### config.mk
export PLATFORM = sky130hd
export DESIGN_NAME = spi_crc_bus_bridge
export DESIGN_NICKNAME = d
export VERILOG_FILES = /design/src/rtl/spi_crc_bus_bridge.sv
export SDC_FILE = /design/constraint.sdc
export NUM_CORES = 1
export LEC_CHECK = 0
export ABC_AREA = 0
export BUFFER_PORTS_ARGS = -buffer_cell sky130_fd_sc_hd__buf_2
export CAP_MARGIN = 30
export CORE_MARGIN = 2
export CORE_UTILIZATION = 55
export DETAILED_ROUTE_END_ITERATION = 8
export GPL_TIMING_DRIVEN = 0
export PLACE_DENSITY_LB_ADDON = 0.15
export SLEW_MARGIN = 10
export SYNTH_ARGS = -nofsm -noshare
export SYNTH_HDL_FRONTEND = slang
export SYNTH_SLANG_ARGS = --single-unit
### constraint.sdc
create_clock -name clk_i -period 2.1 [get_ports clk_i]
set_clock_uncertainty 0.15 [all_clocks]
set_input_delay 0.21 -clock clk_i [delete_from_list [all_inputs] [get_ports clk_i]]
set_output_delay 0.21 -clock clk_i [all_outputs]
set_load 0.02 [all_outputs]
### src/rtl/spi_crc_bus_bridge.sv
// SPI-slave (mode 0, oversampled) to register-bus bridge with CRC-8 protected frames.
// Frame: {rw, addr[ADDR_W], crc[8], data[DATA_W]}, MSB first, no chip select.
// Optional build macro: SPI_BRIDGE_CRC_CHECK_EN -- when defined, write frames whose CRC field
// does not match crc8(CRC_INIT, data) are dropped and counted in crc_err_cnt_o.
// Assumes ADDR_W >= 1 and DATA_W >= 2.
module spi_crc_bus_bridge #(
  parameter int          ADDR_W   = 15,
  parameter int          DATA_W   = 16,
  parameter int          RD_LAT   = 1,
  parameter int          IDLE_TO  = 64,
  parameter logic [7:0]  CRC_INIT = 8'h9C
) (
  input  logic              clk_i,
  input  logic              reset_i,
  input  logic              spi_clk_i,
  input  logic              spi_mosi_i,
  output logic              spi_miso_o,
  output logic [ADDR_W-1:0] bus_addr_o,
  output logic [DATA_W-1:0] bus_wdata_o,
  output logic              bus_we_o,
  output logic              bus_re_o,
  input  logic [DATA_W-1:0] bus_rdata_i,
  output logic              frame_err_o,
  output logic [7:0]        crc_err_cnt_o
);

  localparam int HDR_W = 1 + ADDR_W;
  localparam int RSP_W = 8 + DATA_W;
  localparam int CNT_W = $clog2(RSP_W + 1);
  localparam int TO_W  = $clog2(IDLE_TO + 1);
  localparam int LAT_W = $clog2(RD_LAT + 1);

  typedef enum logic [2:0] {
    S_IDLE,
    S_HDR,
    S_WDATA,
    S_COMMIT,
    S_RD_WAIT,
    S_RESP
  } state_t;

  // One MSB-first step of CRC-8, polynomial x^8 + x^2 + x + 1.
  function automatic logic [7:0] crc8_step(input logic [7:0] crc, input logic bit_in);
    crc8_step = {crc[6:0], 1'b0} ^ ((crc[7] ^ bit_in) ? 8'h07 : 8'h00);
  endfunction

  // CRC-8 of a whole data word, seeded with CRC_INIT.
  function automatic logic [7:0] crc8_word(input logic [DATA_W-1:0] word);
    logic [7:0] crc;
    crc = CRC_INIT;
    for (int i = DATA_W - 1; i >= 0; i--) begin
      crc = crc8_step(crc, word[i]);
    end
    crc8_word = crc;
  endfunction

  state_t              state_q, state_d;
  logic                sclk_s1_q, sclk_s1_d, sclk_s2_q, sclk_s2_d, sclk_prev_q, sclk_prev_d;
  logic                mosi_s1_q, mosi_s1_d, mosi_s2_q, mosi_s2_d;
  logic [CNT_W-1:0]    bit_cnt_q, bit_cnt_d;
  logic [ADDR_W-1:0]   hdr_sr_q, hdr_sr_d;
  logic [DATA_W-2:0]   data_sr_q, data_sr_d;
  logic [RSP_W-1:0]    tx_sr_q, tx_sr_d;
  logic [LAT_W-1:0]    lat_q, lat_d;
  logic [TO_W-1:0]     to_cnt_q, to_cnt_d;
  logic [ADDR_W-1:0]   addr_q, addr_d;
  logic [DATA_W-1:0]   wdata_q, wdata_d;
  logic                re_q, re_d;
  logic                frame_err_q, frame_err_d;
  logic                spi_edge;
  logic                mosi_bit;
  logic                timeout;
  logic                commit_ok;
  logic [HDR_W-1:0]    hdr_shift;
  logic [DATA_W-1:0]   data_shift;

`ifdef SPI_BRIDGE_CRC_CHECK_EN
  logic [7:0] crc_rx_q, crc_rx_d;
  logic [7:0] crc_run_q, crc_run_d;
  logic [7:0] crc_err_q, crc_err_d;

  assign commit_ok     = (crc_rx_q == crc_run_q);
  assign crc_err_cnt_o = crc_err_q;
`else
  assign commit_ok     = 1'b1;
  assign crc_err_cnt_o = 8'd0;
`endif

  assign spi_edge  = sclk_s2_q & ~sclk_prev_q;
  assign mosi_bit  = mosi_s2_q;
  assign hdr_shift = {hdr_sr_q, mosi_bit};
  assign data_shift = {data_sr_q, mosi_bit};

  assign spi_miso_o  = (state_q == S_RESP) ? tx_sr_q[RSP_W-1] : 1'b0;
  assign bus_we_o    = (state_q == S_COMMIT) && commit_ok;
  assign bus_re_o    = re_q;
  assign bus_addr_o  = addr_q;
  assign bus_wdata_o = wdata_q;
  assign frame_err_o = frame_err_q;

  // Next-state logic: synchroniser, frame FSM, idle timeout and bus strobes.
  always_comb begin
    sclk_s1_d   = spi_clk_i;
    sclk_s2_d   = sclk_s1_q;
    sclk_prev_d = sclk_s2_q;
    mosi_s1_d   = spi_mosi_i;
    mosi_s2_d   = mosi_s1_q;
    state_d     = state_q;
    bit_cnt_d   = bit_cnt_q;
    hdr_sr_d    = hdr_sr_q;
    data_sr_d   = data_sr_q;
    tx_sr_d     = tx_sr_q;
    lat_d       = lat_q;
    addr_d      = addr_q;
    wdata_d     = wdata_q;
    re_d        = 1'b0;
    frame_err_d = 1'b0;
`ifdef SPI_BRIDGE_CRC_CHECK_EN
    crc_rx_d    = crc_rx_q;
    crc_run_d   = crc_run_q;
    crc_err_d   = crc_err_q;
`endif

    // The counter measures clk_i cycles since the last SPI edge; an edge always wins.
    timeout = 1'b0;
    if (spi_edge || state_q == S_IDLE) begin
      to_cnt_d = '0;
    end else begin
      to_cnt_d = to_cnt_q + 1'b1;
      if (state_q != S_COMMIT && to_cnt_q == TO_W'(IDLE_TO - 1)) begin
        timeout = 1'b1;
      end
    end

    case (state_q)
      S_IDLE: begin
        if (spi_edge) begin
          hdr_sr_d  = hdr_shift[ADDR_W-1:0];
          bit_cnt_d = CNT_W'(1);
          state_d   = S_HDR;
        end
      end

      S_HDR: begin
        if (spi_edge) begin
          hdr_sr_d  = hdr_shift[ADDR_W-1:0];
          bit_cnt_d = bit_cnt_q + 1'b1;
          if (bit_cnt_q == CNT_W'(HDR_W - 1)) begin
            addr_d    = hdr_shift[ADDR_W-1:0];
            bit_cnt_d = '0;
            if (hdr_shift[ADDR_W]) begin
              state_d = S_WDATA;
`ifdef SPI_BRIDGE_CRC_CHECK_EN
              crc_run_d = CRC_INIT;
`endif
            end else begin
              state_d = S_RD_WAIT;
              re_d    = 1'b1;
              lat_d   = '0;
            end
          end
        end
      end

      S_WDATA: begin
        if (spi_edge) begin
          bit_cnt_d = bit_cnt_q + 1'b1;
          if (bit_cnt_q < CNT_W'(8)) begin
`ifdef SPI_BRIDGE_CRC_CHECK_EN
            crc_rx_d = {crc_rx_q[6:0], mosi_bit};
`endif
          end else begin
            data_sr_d = data_shift[DATA_W-2:0];
`ifdef SPI_BRIDGE_CRC_CHECK_EN
            crc_run_d = crc8_step(crc_run_q, mosi_bit);
`endif
          end
          if (bit_cnt_q == CNT_W'(RSP_W - 1)) begin
            wdata_d = data_shift;
            state_d = S_COMMIT;
          end
        end
      end

      S_COMMIT: begin
        // The write strobe is decoded from this state; only the error count lives here.
`ifdef SPI_BRIDGE_CRC_CHECK_EN
        if (!commit_ok && crc_err_q != 8'hFF) begin
          crc_err_d = crc_err_q + 8'd1;
        end
`endif
        bit_cnt_d = '0;
        state_d   = S_IDLE;
      end

      S_RD_WAIT: begin
        if (lat_q == LAT_W'(RD_LAT)) begin
          tx_sr_d   = {bus_rdata_i, crc8_word(bus_rdata_i)};
          bit_cnt_d = '0;
          state_d   = S_RESP;
        end else begin
          lat_d = lat_q + 1'b1;
        end
      end

      S_RESP: begin
        if (spi_edge) begin
          tx_sr_d   = {tx_sr_q[RSP_W-2:0], 1'b0};
          bit_cnt_d = bit_cnt_q + 1'b1;
          if (bit_cnt_q == CNT_W'(RSP_W - 1)) begin
            bit_cnt_d = '0;
            state_d   = S_IDLE;
          end
        end
      end

      default: begin
        bit_cnt_d = '0;
        state_d   = S_IDLE;
      end
    endcase

    if (timeout) begin
      state_d     = S_IDLE;
      bit_cnt_d   = '0;
      to_cnt_d    = '0;
      re_d        = 1'b0;
      frame_err_d = 1'b1;
    end
  end

  // State registers; reset clears everything and discards any frame in flight.
  always_ff @(posedge clk_i or negedge reset_i) begin
    if (!reset_i) begin
      state_q     <= S_IDLE;
      sclk_s1_q   <= 1'b0;
      sclk_s2_q   <= 1'b0;
      sclk_prev_q <= 1'b0;
      mosi_s1_q   <= 1'b0;
      mosi_s2_q   <= 1'b0;
      bit_cnt_q   <= '0;
      hdr_sr_q    <= '0;
      data_sr_q   <= '0;
      tx_sr_q     <= '0;
      lat_q       <= '0;
      to_cnt_q    <= '0;
      addr_q      <= '0;
      wdata_q     <= '0;
      re_q        <= 1'b0;
      frame_err_q <= 1'b0;
`ifdef SPI_BRIDGE_CRC_CHECK_EN
      crc_rx_q    <= '0;
      crc_run_q   <= '0;
      crc_err_q   <= '0;
`endif
    end else begin
      state_q     <= state_d;
      sclk_s1_q   <= sclk_s1_d;
      sclk_s2_q   <= sclk_s2_d;
      sclk_prev_q <= sclk_prev_d;
      mosi_s1_q   <= mosi_s1_d;
      mosi_s2_q   <= mosi_s2_d;
      bit_cnt_q   <= bit_cnt_d;
      hdr_sr_q    <= hdr_sr_d;
      data_sr_q   <= data_sr_d;
      tx_sr_q     <= tx_sr_d;
      lat_q       <= lat_d;
      to_cnt_q    <= to_cnt_d;
      addr_q      <= addr_d;
      wdata_q     <= wdata_d;
      re_q        <= re_d;
      frame_err_q <= frame_err_d;
`ifdef SPI_BRIDGE_CRC_CHECK_EN
      crc_rx_q    <= crc_rx_d;
      crc_run_q   <= crc_run_d;
      crc_err_q   <= crc_err_d;
`endif
    end
  end

endmodule

==> results.toml, run 1 <==
[critical_path]
worst_path_dominant_cell_family = "simple AND/OR/NAND/NOR gates"
ff2ff_path_depth = 7
crit_path_max_incr_delay_ns = 0.38
worst-endpoint-required_ns = 2.23
reg_to_reg_setup_timing_slack_ns = 0.07
cp_buf_inv_count = 2
crit-reg2reg-launch = "to_cnt_q[0]"
worst-setup-path-type = "register to register"
timing.critical_path.slowest_stage_cell = "sky130_fd_sc_hd__dfrtp_1"
critPathArrivalTime_ns = 2.16
worstSetupEndpoint = "bit_cnt_q[3]"
r2r_end = "bit_cnt_q[3]"
timing.critical_path.from = "to_cnt_q[0]"
crit_top_cell = "sky130_fd_sc_hd__buf_4"
critical_path_peak_fanout = 6
startpoint_type = "register"
worstPathCellList = "ha_2 -> nand3_4 -> nor4_4 -> buf_4 -> o211ai_4 -> buf_4 -> o41ai_2"
timing.critical_path.depth = 7
cp-end-kind = "register"

[route]
route.detailed.vias_per_inst = 5.45
dr.first_iter.drc_count = 154
drt.antenna.violating_nets = 0
drtPass1Iterations = 4
dr_total_vias = 3469
postRouteWirelength_um = 9440
drc = 0
drt-wirelength-per-cell_um = 14.8

[cts]
cts_max_path_buffers = 2
clockRootBuffer = "sky130_fd_sc_hd__clkbuf_8"
clkLatencyLatePin_ns = 0.37
cts_tree = "yes"
cts_num_sinks = 108
cts.reportedPaths.clkPinSlew_ns = 0.11
cts_max_level = 3
tritoncts.num_buffers = 9

[timing]
fmax_mhz = 493
timing.final.crit_period_ns = 2.03
setup_failing_eps_final = 0
final-hold-violation-count = 0
slew_violations = 0
timing.final.crit_share_pct = 96.5

[synthesis]
synth_cells = 422
seq_area_frac_synth_pct = 54.1
average_footprint_of_a_synthesized_cell_um2 = 11.8
synth_ff_type = "sky130_fd_sc_hd__dfrtp_1"
share_of_yosys_cell_area_claimed_by_the_top_area_cell_type_pct = 54.1
netlist.top_cell.by_area = "sky130_fd_sc_hd__dfrtp_1"
biggest_area_contributors_in_the_synthesized_netlist = "sky130_fd_sc_hd__dfrtp_1, sky130_fd_sc_hd__mux2_2, sky130_fd_sc_hd__xnor2_1, sky130_fd_sc_hd__nand2_1, sky130_fd_sc_hd__nor2_1"
async_flop_share_pct = 100
syn-cell-area_um2 = 5000
post_synth_num_cell_types = 50
synth_edf_count = 0
yosysWarnings = 0
postSynthRegisterBits = 108

[floorplan]
rows = 34
floorplan.core_area_um2 = 8760
effective_utilization_at_floorplan_pct = 57.0
dieArea_um2 = 9860
die_width_um = 99.3
chipHeight_um = 99.3
floorplan.io_pins = 63

[finish]
layout.cells.most_common_list = "sky130_fd_sc_hd__dfrtp_1, sky130_fd_sc_hd__mux2_2, sky130_fd_sc_hd__buf_2"
antenna_cells_inserted = 0
syn_to_final_growth_pct = 20.6
layout-drive-gt1-share_pct = 36.3
layout.cells.non_filler = 637
layout_commonest_cell = "sky130_fd_sc_hd__dfrtp_1"
num-nets-final = 547

[power]
power_leakage_nw = 2.89
power_density_nw_per_um2 = 916
total_switching_power_mw = 1.88
design_power_total_mw = 5.52
sequentialPowerShare_pct = 47.7
pwr-share-comb_pct = 30.1
power.clock.fraction_pct = 22.1
sw_frac_of_total_pct = 34.1
max-vdd-ir-drop_mv = 0.564
cell_internal_pwr_mw = 3.63

[status]
outcome = "finished, final reports clean"

[grt]
antenna_found_initial = 0
global_route.overflow_total = 0
grt_max_degree = 67
wire_length_of_the_first_global_routing_pass_um = 16200
grt_util_all_layers_pct = 20.2
via_count_of_the_first_global_routing_pass = 3518

[placed_design]
finalWeightedCongestion = 0.814
io_buffers = 54
numPlacedInstances = 592
place_hpwl_um = 6360

[min_path]
min_path_type = "input pin to async pin"

[flow_run]
maximum_capacitance_violations = 0
what timing repair did:
action / in CTS / in global routing
endpoints found under the setup margin: 45 / 52
gates cloned: 0 / 0
endpoints found under the hold margin: 98 / 0
resized for setup: 6 / 28
buffers inserted: 2 / 8
pin swaps: 1 / 4
hold buffers: 19 / 0
how the worst min path moves through the flow:
stage | start | end | slack (ns) | depth (start not counted)
finish | reset_i | bus_wdata_o[3] | 0.15 | 2
global route | reset_i | data_sr_q[2] | 0.17 | 2
CTS | reset_i | bus_wdata_o[4] | 0.15 | 2
detailed placement | reset_i | bus_wdata_o[3] | -0.001 | 1
global placement | spi_mosi_i | mosi_s1_q | 0.17 | 1
floorplan | reset_i | bit_cnt_q[0] | -0.24 | 0
area by class of cell:
cell class	count	area [um2]
clock buffers	9	124
flip-flops and latches	108	2700
well taps	108	135
multi-input cells	292	2240
inverters	1	3.75
clock inverters	7	66.3
plain buffers	28	183
fillers	659	2740
repair buffers	84	569
synthesized netlist by cell type (5+ instances only):
library cell / count
sky130_fd_sc_hd__nor2_1: 38
sky130_fd_sc_hd__a31oi_1: 20
sky130_fd_sc_hd__nor2b_1: 6
sky130_fd_sc_hd__nand2_1: 47
sky130_fd_sc_hd__buf_2: 14
sky130_fd_sc_hd__xnor2_1: 27
sky130_fd_sc_hd__o21ai_0: 11
sky130_fd_sc_hd__mux2_2: 64
sky130_fd_sc_hd__nand3_1: 5
sky130_fd_sc_hd__clkbuf_1: 5
sky130_fd_sc_hd__a21oi_1: 7
sky130_fd_sc_hd__buf_4: 8
sky130_fd_sc_hd__dfrtp_1: 108
power by group through the flow:
stage / Combinational [mW] / Clock [mW] / Sequential (mW)
2_1_floorplan: 1.13 / 0 / 2.65
3_3_place_gp: 1.48 / 0 / 2.66
3_5_place_dp: 1.54 / 0 / 2.67
4_1_cts: 1.59 / 1.26 / 2.63
5_1_grt: 1.85 / 1.35 / 2.68
6_report: 1.66 / 1.22 / 2.63
cell families after synthesis:
logic type               after synthesis  share of synthesized area (%)
AO/OA/AOI/OAI                         61                           8.26
multiplexers                          65                           14.6
other                                  1                         0.0751
AND/OR/NAND/NOR                      120                           11.6
flip-flops                           108                           54.1
adder cells (fa/ha/maj)                3                          0.751
XOR/XNOR                              35                           7.24
buffers and inverters                 29                           3.33
layer usage:
metal	GRT usage, %	wire (um)	vias to the layer above
met5	0	0	-
met4	6.22	100	0
met2	33.8	4650	75
met3	4.15	362	6
met1	26.9	4320	1724
li1	-	-	1664
flip-flops by register name, indices dropped and copies added, names as in the netlist, 3 cells and up:
register,flops
state_q,3
hdr_sr_q,15
tx_sr_q,24
to_cnt_q,7
bus_wdata_o,16
bit_cnt_q,5
data_sr_q,15
bus_addr_o,15
stage by stage:
stage	util, %	hold WS [ns]	cell area [um2]	worst slack [ns]	TNS, ns
after global placement	61.9	0.169	5430	-0.495	-53.77
after detailed placement	62.3	-0.00117	5460	-0.0991	-1.81
after floorplan	-	-0.236	5020	0.177	0
final	68.7	0.151	6020	0.0731	0
after global routing	68.7	0.168	6020	-0.0190	-0.0462
after CTS	67.0	0.151	5870	0.00154	0
Power figures use the tool's default switching activity.
==> inputs of run 2 (changes only) <==
--- a/config.mk
+++ b/config.mk
@@ -6,13 +6,13 @@
 export NUM_CORES = 1
 export LEC_CHECK = 0
 export ABC_AREA = 0
-export BUFFER_PORTS_ARGS = -buffer_cell sky130_fd_sc_hd__buf_2
 export CAP_MARGIN = 30
 export CORE_MARGIN = 2
 export CORE_UTILIZATION = 55
 export DETAILED_ROUTE_END_ITERATION = 8
+export DONT_BUFFER_PORTS = 1
 export GPL_TIMING_DRIVEN = 0
-export PLACE_DENSITY_LB_ADDON = 0.15
+export PLACE_DENSITY = 0.67
 export SLEW_MARGIN = 10
 export SYNTH_ARGS = -nofsm -noshare
 export SYNTH_HDL_FRONTEND = slang
==> run 2 against run 1 <==
Net effect:
- the run now ends with hold timing left
- utilization is 3.9 points lower
- worst setup slack better by 0.012 ns
- register-to-register slack hardly changed
- power shrank 0.98%
- largest cell class unchanged
- critical path depth decreased by 3
- final cell count fell by 9.1%
- hold slack got worse by 0.79 ns
- critical endpoint is now bit_cnt_q[0]
==> results.toml, run 2 (synthesized netlist as in run 1, its figures left out) <==
[finish]
layout_commonest_cell = "sky130_fd_sc_hd__dfrtp_1"
antenna_cells_inserted = 0
design_area_um2 = 5680
layout-drive-gt1-share_pct = 27.2
layout.cells.most_common_list = "sky130_fd_sc_hd__dfrtp_1, sky130_fd_sc_hd__mux2_2, sky130_fd_sc_hd__nand2_1"
layout.cells.non_filler = 579
num-nets-final = 489
syn_to_final_growth_pct = 13.7
top_register = "tx_sr_q"
largest_register_ff_count = 24
post-route-util_pct = 64.8

[floorplan]
chipHeight_um = 99.3
effective_utilization_at_floorplan_pct = 57.0
floorplan.core_area_um2 = 8760
dieArea_um2 = 9860
die_width_um = 99.3
rows = 34
floorplan.io_pins = 63

[grt]
wire_length_of_the_first_global_routing_pass_um = 16100
antenna_found_initial = 0
grt_util_all_layers_pct = 20.3
global_route.overflow_total = 0
grt_max_degree = 109
via_count_of_the_first_global_routing_pass = 3369

[route]
met3WireLength_um = 376
drt.antenna.violating_nets = 0
postRouteWirelength_um = 9430
drc = 0
dr.first_iter.drc_count = 153
dr_total_vias = 3267
met2_wirelength_um = 4670
drt-wirelength-per-cell_um = 16.3
drtPass1Iterations = 5
top_signal_layer_used = "met4"
met1_length_um = 4280
route.detailed.vias_per_inst = 5.64

[placed_design]
placedInstanceArea_um2 = 5160
io_buffers = 0
place_hpwl_um = 6130
dp_worst_setup_slack_ns = -0.117
finalWeightedCongestion = 0.856
numPlacedInstances = 537

[timing]
setup_failing_eps_final = 0
timing.final.crit_period_ns = 2.02
setup_repair_after_global_routing_missed_its_margin = "yes"
final-hold-violation-count = 108
timing.final.crit_share_pct = 96.0
setup_slack_ns = 0.0847
whs_ns = -0.640
slew_violations = 0
fmax_mhz = 496

[critical_path]
worst-setup-path-type = "register to register"
worst-endpoint-required_ns = 2.22
critPathArrivalTime_ns = 2.14
crit_path_max_incr_delay_ns = 0.59
cp_buf_inv_count = 1
critical_path_peak_fanout = 9
startpoint_type = "register"
worst_path_dominant_cell_family = "simple AND/OR/NAND/NOR gates"
timing.critical_path.slowest_stage_cell = "sky130_fd_sc_hd__or4b_1"
worstPathCellList = "buf_2 -> or4b_1 -> o211ai_4 -> mux2_2"
cp-end-kind = "register"

[cts]
clockRootBuffer = "sky130_fd_sc_hd__clkbuf_8"
cts_num_sinks = 108
cts_max_path_buffers = 2
tritoncts.num_buffers = 9
post_cts_hold_buffer_count = 18
clkLatencyLatePin_ns = 0.38
cts_max_level = 3
cts.reportedPaths.clkPinSlew_ns = 0.11
cts_tree = "yes"

[power]
max-vdd-ir-drop_mv = 0.529
design_power_total_mw = 5.46
power_leakage_nw = 2.60
power_density_nw_per_um2 = 962

[flow_run]
maximum_capacitance_violations = 0

[status]
violations = "hold timing"
outcome = "complete, but fails checks"

[min_path]
min_path_type = "input pin to async pin"
==> run 2: final timing paths <==
| path | cells past startpoint | endpoint | from | slack (ns) |
|---|---|---|---|---|
| worst max register to register | 4 | bit_cnt_q[0] | state_q[1] | 0.08 |
| min in group clk_i | 4 | tx_sr_q[4] | bus_rdata_i[4] | 0.11 |
| max in group asynchronous | 0 | tx_sr_q[2] | reset_i | 2.29 |
| worst min register to register | 0 | mosi_bit | mosi_s1_q | 0.19 |
| worst min-delay path | 0 | bus_wdata_o[3] | reset_i | -0.64 |
| worst max-delay path | 4 | bit_cnt_q[0] | state_q[1] | 0.08 |
==> run 2: worst reg2reg max path, stage by stage, from the launching register on <==
cell,delay (ns)
sky130_fd_sc_hd__dfrtp_1,0.36
sky130_fd_sc_hd__buf_2,0.19
sky130_fd_sc_hd__or4b_1,0.59
sky130_fd_sc_hd__o211ai_4,0.27
sky130_fd_sc_hd__mux2_2,0.37
==> run 2: final cells by class <==
class / instances / area [um2]
plain buffers: 28 / 178
clock buffers: 11 / 141
clock inverters: 5 / 67.6
fillers: 698 / 3080
inverters: 1 / 3.75
multi-input cells: 292 / 2210
flip-flops and latches: 108 / 2700
well taps: 108 / 135
repair buffers: 26 / 240
==> run 2: metrics by stage <==
step,hold slack [ns],setup TNS (ns)
6_report,-0.640,0
3_3_place_gp,-0.233,-1.44
4_1_cts,-0.657,0
3_5_place_dp,-0.232,-2.02
2_1_floorplan,-0.236,0
5_1_grt,-0.671,-0.144
==> run 2: report_power, final <==
| group | leakage, nW | switching (mW) | internal, mW |
|---|---|---|---|
| Combinational | 1.14 | 0.758 | 0.692 |
| Sequential | 1.35 | 0.292 | 2.40 |
| Clock | 0.106 | 0.719 | 0.602 |
==> run 2: repair_timing <==
item / 4_1_cts / 5_1_grt
pin swaps: 2 / 3
setup buffers: 4 / 4
setup endpoints to repair: 46 / 48
hold endpoints to repair: 126 / 108
cloned: 0 / 0
gates resized for setup: 5 / 21
==> run 2: metal layers <==
layer,GRT usage (%),up-vias
met5,0,-
li1,-,1543
met2,32.8,82
met4,6.85,0
met1,27.5,1631
met3,4.50,11
==> inputs of run 3 (changes only) <==
--- a/config.mk
+++ b/config.mk
@@ -12,7 +12,7 @@
 export DETAILED_ROUTE_END_ITERATION = 8
 export DONT_BUFFER_PORTS = 1
 export GPL_TIMING_DRIVEN = 0
-export PLACE_DENSITY = 0.67
+export PLACE_DENSITY = 0.7
 export SLEW_MARGIN = 10
 export SYNTH_ARGS = -nofsm -noshare
 export SYNTH_HDL_FRONTEND = slang
==> run 3 against run 2 <==
Net effect:
- the run still ends with hold timing left
- combinational power increased by 3%
- final area is essentially flat
- wire length shrank 1.4%
- critical endpoint unchanged
==> results.toml, run 3 (synthesized netlist as in run 1, its figures left out) <==
[status]
outcome = "complete, but fails checks"
violations = "hold timing"

[grt]
via_count_of_the_first_global_routing_pass = 3238
grt_max_degree = 109
wire_length_of_the_first_global_routing_pass_um = 15800
antenna_found_initial = 0
global_route.overflow_total = 0
grt_util_all_layers_pct = 19.8

[finish]
ff_latch_area_um2 = 2700
fill_cells = 704
syn_to_final_growth_pct = 13.8
design_area_um2 = 5690
layout_commonest_cell = "sky130_fd_sc_hd__dfrtp_1"
antenna_cells_inserted = 0
multi_input_comb_area_um2 = 2210
layout-drive-gt1-share_pct = 28.1
num-nets-final = 492
layout.cells.most_common_list = "sky130_fd_sc_hd__dfrtp_1, sky130_fd_sc_hd__mux2_2, sky130_fd_sc_hd__nand2_1"
top_register = "tx_sr_q"
largest_register_ff_count = 24

[critical_path]
cp_buf_inv_count = 1
timing.critical_path.slowest_stage_cell = "sky130_fd_sc_hd__or4b_1"
timing.critical_path.depth = 4
worst-endpoint-required_ns = 2.22
worst_path_dominant_cell_family = "simple AND/OR/NAND/NOR gates"
ff2ff_path_depth = 4
worst-setup-path-type = "register to register"
cp-end-kind = "register"
startpoint_type = "register"
critical_path_peak_fanout = 9
critPathArrivalTime_ns = 2.17
crit_path_max_incr_delay_ns = 0.59
worstPathCellList = "buf_2 -> or4b_1 -> o211ai_4 -> mux2_2"
reg_to_reg_setup_timing_slack_ns = 0.05

[placed_design]
placedInstanceArea_um2 = 5160
io_buffers = 0
finalWeightedCongestion = 0.859
place_hpwl_um = 6110

[timing]
setup_failing_eps_final = 0
timing.final.crit_share_pct = 97.5
whs_ns = -0.632
fmax_mhz = 488
setup_repair_after_global_routing_missed_its_margin = "yes"
final-hold-violation-count = 108
slew_violations = 0
timing.final.crit_period_ns = 2.05

[cts]
cts.reportedPaths.clkPinSlew_ns = 0.11
clockRootBuffer = "sky130_fd_sc_hd__clkbuf_8"
clkLatencyLatePin_ns = 0.37
cts_max_level = 3
post_cts_hold_buffer_count = 18
tritoncts.num_buffers = 9
cts_max_path_buffers = 2
cts_tree = "yes"
cts_num_sinks = 108

[floorplan]
effective_utilization_at_floorplan_pct = 57.0
floorplan.core_area_um2 = 8760
floorplan.io_pins = 63
die_width_um = 99.3
chipHeight_um = 99.3
rows = 34
dieArea_um2 = 9860

[flow_run]
maximum_capacitance_violations = 0

[min_path]
min_path_type = "input pin to async pin"

[power]
power_density_nw_per_um2 = 960
design_power_total_mw = 5.46
power_leakage_nw = 2.60
max-vdd-ir-drop_mv = 0.513

[route]
drtPass1Iterations = 5
drt.antenna.violating_nets = 0
drt-wirelength-per-cell_um = 16.0
route.detailed.vias_per_inst = 5.63
dr.first_iter.drc_count = 196
drc = 0
postRouteWirelength_um = 9300
dr_total_vias = 3278
run 3: cell types whose count changed in the layout (fill, tap and decap cells not counted), moves of 2 or more:
cell | previous run | this run
sky130_fd_sc_hd__buf_4 | 17 | 20
sky130_fd_sc_hd__buf_2 | 11 | 13
sky130_fd_sc_hd__clkbuf_2 | 3 | 1
sky130_fd_sc_hd__ha_2 | 0 | 2
sky130_fd_sc_hd__clkbuf_4 | 3 | 1
sky130_fd_sc_hd__ha_1 | 3 | 1
run 3: final timing paths:
check | startpoint | to
setup / recovery | state_q[1] | bit_cnt_q[0]
hold / removal | reset_i | data_sr_q[2]
setup reg to reg | state_q[1] | bit_cnt_q[0]
hold reg to reg | sclk_s1_q | sclk_prev_d
max in group asynchronous | reset_i | tx_sr_q[22]
min in group clk_i | bus_rdata_i[4] | tx_sr_q[4]
run 3: routing by layer:
metal  up-vias  track usage [%]  part of all wire, %
met5         -                0                    0
met4         0             5.69                  1.3
met3        12             4.78                  5.0
met2        92             30.4                   47
met1      1620             28.6                   47
li1       1554                -                    -
run 3: where the power goes:
part           leakage, nW  total, mW  internal [mW]  switching [mW]
Sequential            1.35       2.70           2.40           0.297
Clock                0.105       1.28          0.526           0.751
Combinational         1.14       1.49          0.722           0.766
run 3: stage by stage:
step	util, %	setup WS [ns]	TNS, ns	hold WS (ns)	cells
after floorplan	-	0.177	0	-0.236	429
after global placement	58.9	-0.104	-1.69	-0.233	537
after detailed placement	58.9	-0.149	-2.31	-0.233	537
after CTS	63.9	0.0298	0	-0.649	577
after global routing	64.9	-0.0266	-0.0353	-0.664	582
final	64.9	0.0520	0	-0.632	582
run 3: what timing repair did:
item / in CTS / in global routing
resized for setup: 5 / 16
pin swaps: 3 / 3
endpoints found under the hold margin: 126 / 108
setup buffers: 6 / 5
endpoints found under the setup margin: 39 / 36
run 3: cell type report:
type                    count  area share (%)
flip-flops and latches    108            47.5
multi-input cells         292            38.8
repair buffers             29            4.62
plain buffers              28            2.99
clock buffers              11            2.66
well taps                 108            2.38
clock inverters             5           0.946
inverters                   1          0.0660
